**src/rtl/uart_pkg.sv**
```systemverilog
// Shared UART constants and helpers.
// Supplies the default clock frequency, baud rate and oversampling factor,
// plus the divisor calculation used by the baud generator, the RX/TX
// samplers and their benches.
package uart_pkg;

  localparam int unsigned DEF_CLK_FREQUENCY = 100_000_000;
  localparam int unsigned DEF_BAUD_RATE     = 9600;
  localparam int unsigned DEF_SAMPLING      = 16;

  // System clocks per oversample tick, truncated toward zero.
  function automatic int unsigned calc_divisor(input int unsigned clk_hz,
                                               input int unsigned baud,
                                               input int unsigned sampling);
    return clk_hz / (baud * sampling);
  endfunction

endpackage

```
**src/rtl/uart_tick_counter.sv**
```systemverilog
// Generic modulo-N event counter.
// Counts enabled cycles from 0 to N-1 and then wraps to 0. The wrap
// condition is a greater-or-equal compare, so if N is lowered below the
// current count, the counter wraps on the next enabled cycle instead of
// running on to the top of its range.
//
// Ports:
//   clk    : clock, rising edge
//   rst_n  : asynchronous active-low reset, clears the count
//   i_en   : count enable
//   i_n    : modulus; sampled live every cycle (0 behaves like 1)
//   o_wrap : combinational, high in the cycle whose edge wraps the count
module uart_tick_counter #(
  parameter int unsigned W = 32
) (
  input  logic         clk,
  input  logic         rst_n,
  input  logic         i_en,
  input  logic [W-1:0] i_n,
  output logic         o_wrap
);

  localparam logic [W-1:0] ONE = W'(1);

  logic [W-1:0] r_cnt;
  logic         w_last;

  // i_n == 0 would underflow i_n-1, so it is handled as "always last".
  assign w_last = (i_n == '0) || (r_cnt >= (i_n - ONE));
  assign o_wrap = i_en && w_last;

  always_ff @(posedge clk or negedge rst_n) begin
    if (!rst_n) begin
      r_cnt <= '0;
    end else if (i_en) begin
      r_cnt <= w_last ? '0 : (r_cnt + ONE);
    end
  end

endmodule

```
**src/rtl/uart_baud_generator.sv**
```systemverilog
// UART oversampling tick generator.
// Divides the system clock to produce bclk, a one-cycle pulse at
// BAUD_RATE*SAMPLING Hz, and bit_tick, a one-cycle pulse coincident with
// every SAMPLING-th bclk pulse (once per bit period).
//
// Ports:
//   clk      : system clock, rising edge
//   reset    : asynchronous active-low reset
//   bclk     : registered oversample tick
//   bit_tick : registered bit tick, coincident with every SAMPLING-th bclk
//
// The divisor is held on the plain internal signal n so it can be forced
// from a bench to retarget the rate without re-elaboration.
module uart_baud_generator
  import uart_pkg::*;
#(
  parameter int unsigned SAMPLING      = DEF_SAMPLING,
  parameter int unsigned CLK_FREQUENCY = DEF_CLK_FREQUENCY,
  parameter int unsigned BAUD_RATE     = DEF_BAUD_RATE
) (
  input  logic clk,
  input  logic reset,
  output logic bclk,
  output logic bit_tick
);

  localparam int unsigned DIVISOR = calc_divisor(CLK_FREQUENCY, BAUD_RATE, SAMPLING);
  localparam int unsigned SW      = $clog2(SAMPLING) + 1;

  if (SAMPLING < 1) begin : g_bad_sampling
    $error("uart_baud_generator: SAMPLING must be at least 1");
  end
  if (DIVISOR < 2) begin : g_bad_divisor
    $error("uart_baud_generator: DIVISOR must be at least 2");
  end

  logic [31:0] n;
  logic [31:0] w_n_eff;
  logic        w_bclk_set;
  logic        w_bit_set;
  logic        r_bclk;
  logic        r_bit_tick;

  assign n = DIVISOR;

  // A forced divisor below 2 would hold bclk permanently high; clamp it.
  assign w_n_eff = (n < 32'd2) ? 32'd2 : n;

  uart_tick_counter #(
    .W (32)
  ) u_clk_div (
    .clk    (clk),
    .rst_n  (reset),
    .i_en   (1'b1),
    .i_n    (w_n_eff),
    .o_wrap (w_bclk_set)
  );

  // Advances only on the edge that raises bclk, so its wrap lands on the
  // same edge as the corresponding bclk pulse.
  uart_tick_counter #(
    .W (SW)
  ) u_sample_div (
    .clk    (clk),
    .rst_n  (reset),
    .i_en   (w_bclk_set),
    .i_n    (SW'(SAMPLING)),
    .o_wrap (w_bit_set)
  );

  always_ff @(posedge clk or negedge reset) begin
    if (!reset) begin
      r_bclk     <= 1'b0;
      r_bit_tick <= 1'b0;
    end else begin
      r_bclk     <= w_bclk_set;
      r_bit_tick <= w_bit_set;
    end
  end

  assign bclk     = r_bclk;
  assign bit_tick = r_bit_tick;

endmodule

```
**config.mk**
```make
export PLATFORM = sky130hd
export DESIGN_NAME = uart_baud_generator
export DESIGN_NICKNAME = d
export VERILOG_FILES = /design/src/rtl/uart_pkg.sv /design/src/rtl/uart_tick_counter.sv /design/src/rtl/uart_baud_generator.sv
export SDC_FILE = /design/constraint.sdc
export NUM_CORES = 1
export LEC_CHECK = 0
export ABC_AREA = 1
export CAP_MARGIN = 10
export CORE_MARGIN = 2
export CORE_UTILIZATION = 55
export DETAILED_ROUTE_END_ITERATION = 12
export PLACE_DENSITY_LB_ADDON = 0.3
export SETUP_SLACK_MARGIN = 0.02
export SLEW_MARGIN = 20
export SYNTH_ARGS = -nofsm -noshare
export SYNTH_HDL_FRONTEND = slang
export SYNTH_SLANG_ARGS = --single-unit
```
**constraint.sdc**
```tcl
create_clock -name clk -period 3.8 [get_ports clk]
set_clock_uncertainty 0.15 [all_clocks]
set_input_delay 0.38 -clock clk [delete_from_list [all_inputs] [get_ports clk]]
set_output_delay 0.38 -clock clk [all_outputs]
set_load 0.01 [all_outputs]
```
==> flow_metrics.py <==
metrics = {
    "status": {
        "status": "completed",
    },
    "floorplan": {
        "dieArea_um2": 3220,
        "die_height_um": 56.7,
        "core.rowCount": 19,
        "floorplan.die.width_um": 56.7,
        "start_util_pct": 56.9,
        "io_pins": 4,
        "fp.coreArea_um2": 2690,
    },
    "global_route": {
        "first_global_vias": 1088,
        "grt_max_degree": 40,
        "grt_pass1_wl_um": 4510,
        "grt_antenna_before_repair": 0,
        "globalRoute.totalOverflow": 0,
        "total_track_usage_pct": 18.7,
    },
    "timing": {
        "setup-violations-final": 0,
        "maxClockFrequency_mhz": 534,
        "rsz0062_at_grt": "no",
        "finalSetupTns_ps": 0,
        "finalCriticalPeriod_ps": 1870,
        "holdWs_ps": 357,
        "final.period_utilization_pct": 49.3,
        "hold_viol": 0,
        "worst_pin_slew_ps": 817,
        "timing.max_slew.rel_slack_pct": 45.5,
        "timing_max_transition_violations_final": 0,
    },
    "pwr": {
        "relative_contribution_of_combinational_cells_to_total_power_pct": 14.2,
        "power_density_nw_per_um2": 471,
        "worst_supply_voltage_drop_on_vdd_uv": 343,
        "pwr-share-seq_pct": 59.4,
        "leakage_power_uw": 0.000804,
        "total_power_uw": 810,
        "p_clk_share_pct": 26.4,
        "power.share.switching_pct": 28.1,
        "internal_power_uw": 582,
        "p_switching_uw": 227,
    },
    "detailed_routing": {
        "routed_via_density": 4.81,
        "routed_wire_length_per_instance_um": 11.7,
        "route.vias.total": 977,
        "drc": 0,
        "detailedRoute.firstIterationViolations": 52,
        "drt_first_pass_iters": 4,
        "drt_wl_total_um": 2370,
        "drtAntennaViolNets": 0,
    },
    "worst_setup_path": {
        "regToRegSetupSlack_ps": 1930,
        "timing.critical_path.mode_cell": "sky130_fd_sc_hd__nand2_1",
        "cp_data_arrival_time_ps": 2020,
        "worst_r2r_endpoint": "u_sample_div.r_cnt[2]$_DFFE_PN0P_",
        "timing.setup.critical_path_class": "reg -> reg",
        "crit_path_end_kind": "register",
        "critical_path_buf_inv_count": 0,
        "worstSetupPathDepth": 9,
        "crit_start": "u_sample_div.r_cnt[0]$_DFFE_PN0P_",
        "cp_top_family": "simple AND/OR/NAND/NOR gates",
        "crit_slowest_cell": "sky130_fd_sc_hd__dfrtp_1",
        "worst_path_maximum_fanout": 5,
        "timing.critical_path.to": "u_sample_div.r_cnt[2]$_DFFE_PN0P_",
        "r2r_cells": 9,
        "worstPathRequired_ps": 3940,
        "crit_chain": "ha_1 -> nand2_1 -> nor2_1 -> ha_1 -> nor2_1 -> nand2_1 -> nor3b_1 -> nand2_1 -> nand2_1",
        "max_incr_delay_on_cp_ps": 450,
        "start_kind": "register",
        "r2r_path_start": "u_sample_div.r_cnt[0]$_DFFE_PN0P_",
    },
    "placement": {
        "gp_congestion": 0.801,
        "place.detailed.hpwl_um": 1560,
        "placed_cells_incl_taps": 195,
        "numPortBuffers": 3,
    },
    "clock_network": {
        "max-clock-path-buffers": 2,
        "clkSlewWorstSetupHoldPaths_ps": 120,
        "number_of_buffers_inserted_for_hold_repair_after_clock_tree_synthesis": 1,
        "clock_latency_ps": 340,
        "clock_tree_from_tritoncts": "yes",
        "htree_num_levels": 2,
        "ctsRootBufferMaster": "sky130_fd_sc_hd__clkbuf_4",
        "cts_resized": 0,
        "post_cts_buffers": 0,
        "cts_buffers": 5,
        "cts_num_sinks": 39,
    },
    "layout": {
        "drive_gt1_share_pct": 11.6,
        "syn2layout_area_growth_pct": 12.4,
        "insertedDiodeCount": 0,
        "final-instance-count-excl-fill": 203,
        "fillCellCount": 237,
        "final_net_count": 178,
    },
    "logic_synthesis": {
        "synth-warning-count": 0,
        "yosysUniqueCellTypes": 18,
        "cell_area_after_synthesis_um2": 1530,
        "yosys_register_bits": 39,
        "netlist_instances": 141,
        "synthTopCellsByArea": "sky130_fd_sc_hd__dfrtp_1 64%, sky130_fd_sc_hd__nand2_1 6.6%, sky130_fd_sc_hd__nor2_1 6.1%, sky130_fd_sc_hd__nand3_1 3.6%, sky130_fd_sc_hd__xor2_1 3.4%",
        "synth_sequential_area_ratio_pct": 63.8,
        "post-synth-top-area-cell": "sky130_fd_sc_hd__dfrtp_1",
        "synthDominantCellAreaShare_pct": 63.8,
        "postSynthAreaPerCell_um2": 10.8,
    },
    "job": {
        "cap_viol_max_count": 0,
    },
    "min_path": {
        "hold_path.class": "reg -> reg",
    },
}
-- sequential cells by signal (all words and copies together), names as in the netlist --
| name | count |
|---|---|
| bclk | 1 |
| bit_tick | 1 |
| u_clk_div.r_cnt | 32 |
| u_sample_div.r_cnt | 5 |
-- worst min-delay path by stage --
| stage | endpoint | cells after the start | from | slack (ps) |
|---|---|---|---|---|
| 6_report | u_clk_div.r_cnt[0]$_DFF_PN0_ | 1 | u_clk_div.r_cnt[0]$_DFF_PN0_ | 360 |
| 5_1_grt | u_clk_div.r_cnt[0]$_DFF_PN0_ | 1 | u_clk_div.r_cnt[0]$_DFF_PN0_ | 380 |
| 4_1_cts | u_clk_div.r_cnt[0]$_DFF_PN0_ | 1 | u_clk_div.r_cnt[0]$_DFF_PN0_ | 360 |
| 3_5_place_dp | u_clk_div.r_cnt[0]$_DFF_PN0_ | 1 | u_clk_div.r_cnt[0]$_DFF_PN0_ | 340 |
| 3_3_place_gp | u_clk_div.r_cnt[0]$_DFF_PN0_ | 1 | u_clk_div.r_cnt[0]$_DFF_PN0_ | 340 |
| 2_1_floorplan | bclk$_DFF_PN0_ | 0 | reset | -70 |
-- worst register-to-register path: cells and delay by family (launching register included) --
| kind | cells | cell delay, ps |
|---|---|---|
| simple gates | 7 | 820 |
| flops | 1 | 450 |
| fa+ha+maj | 2 | 410 |
-- routing by layer --
metal	GRT usage [%]	share of wire (%)	wire, um	vias to the layer above
met5	0	0	0	-
met3	6.91	3.4	81	5
li1	-	-	-	477
met4	8.50	1.6	38	0
met2	31.9	51	1220	17
met1	20.7	44	1030	478
-- cell usage in the layout (no fill, tap or decap), drive strengths merged --
master,synthesis,final
clkbuf,0,6
xor2,6,6
clkinv,0,1
xnor2,2,2
nor3,2,2
nand4,2,2
conb,1,22
nand2,29,29
nor2,35,35
inv,7,7
dlygate4sd3,0,1
buf,1,1
ha,4,4
dfrtp,39,39
a21boi,1,1
nor3b,1,1
clkdlybuf4s50,0,2
nand3,11,11
-- power by group through the flow --
stage          Clock, uW  Combinational (uW)  Sequential, uW
2_1_floorplan          0                77.1             480
3_3_place_gp           0                 101             483
3_5_place_dp           0                 111             487
4_1_cts              220                 114             479
5_1_grt              240                 139             484
6_report             214                 115             481
-- stage by stage --
step	instance area, um2	setup WS (ps)	util (%)
after floorplan	1610	2200	-
after global placement	1650	2140	61.5
after detailed placement	1650	1990	61.5
after CTS	1720	1950	63.9
after global routing	1720	1660	63.9
final	1720	1930	63.9
-- area by class of cell --
class	instances	area [um2]	share of cell area [%]
Clock buffer	6	51.3	2.99
Clock inverter	1	5.00	0.291
Timing Repair Buffer	4	35.0	2.04
Tap cell	31	38.8	2.26
Inverter	7	26.3	1.53
Multi-Input combinational cell	115	586	34.1
Sequential cell	39	976	56.8
-- cells in the mapped netlist, drive strengths merged --
cell / instances
dfrtp: 39
nor2: 35
nand2: 29
nand3: 11
inv: 7
xor2: 6
ha: 4
nand4: 2
nor3: 2
xnor2: 2
a21boi: 1
buf: 1
conb: 1
nor3b: 1
-- logic make-up (layout without fill, tap and decap cells) --
logic type	after synthesis	in the layout	synth area share, %
AOI/OAI and AO/OA	1	1	0.491
buffers and inverters	8	18	3.03
xor gates and xnor gates	8	8	4.58
other	1	22	0.245
and+or+nand+nor	80	80	24.5
adders and majority gates	4	4	3.27
DFF	39	39	63.8
No activity file was read; power rests on OpenSTA's default activity.
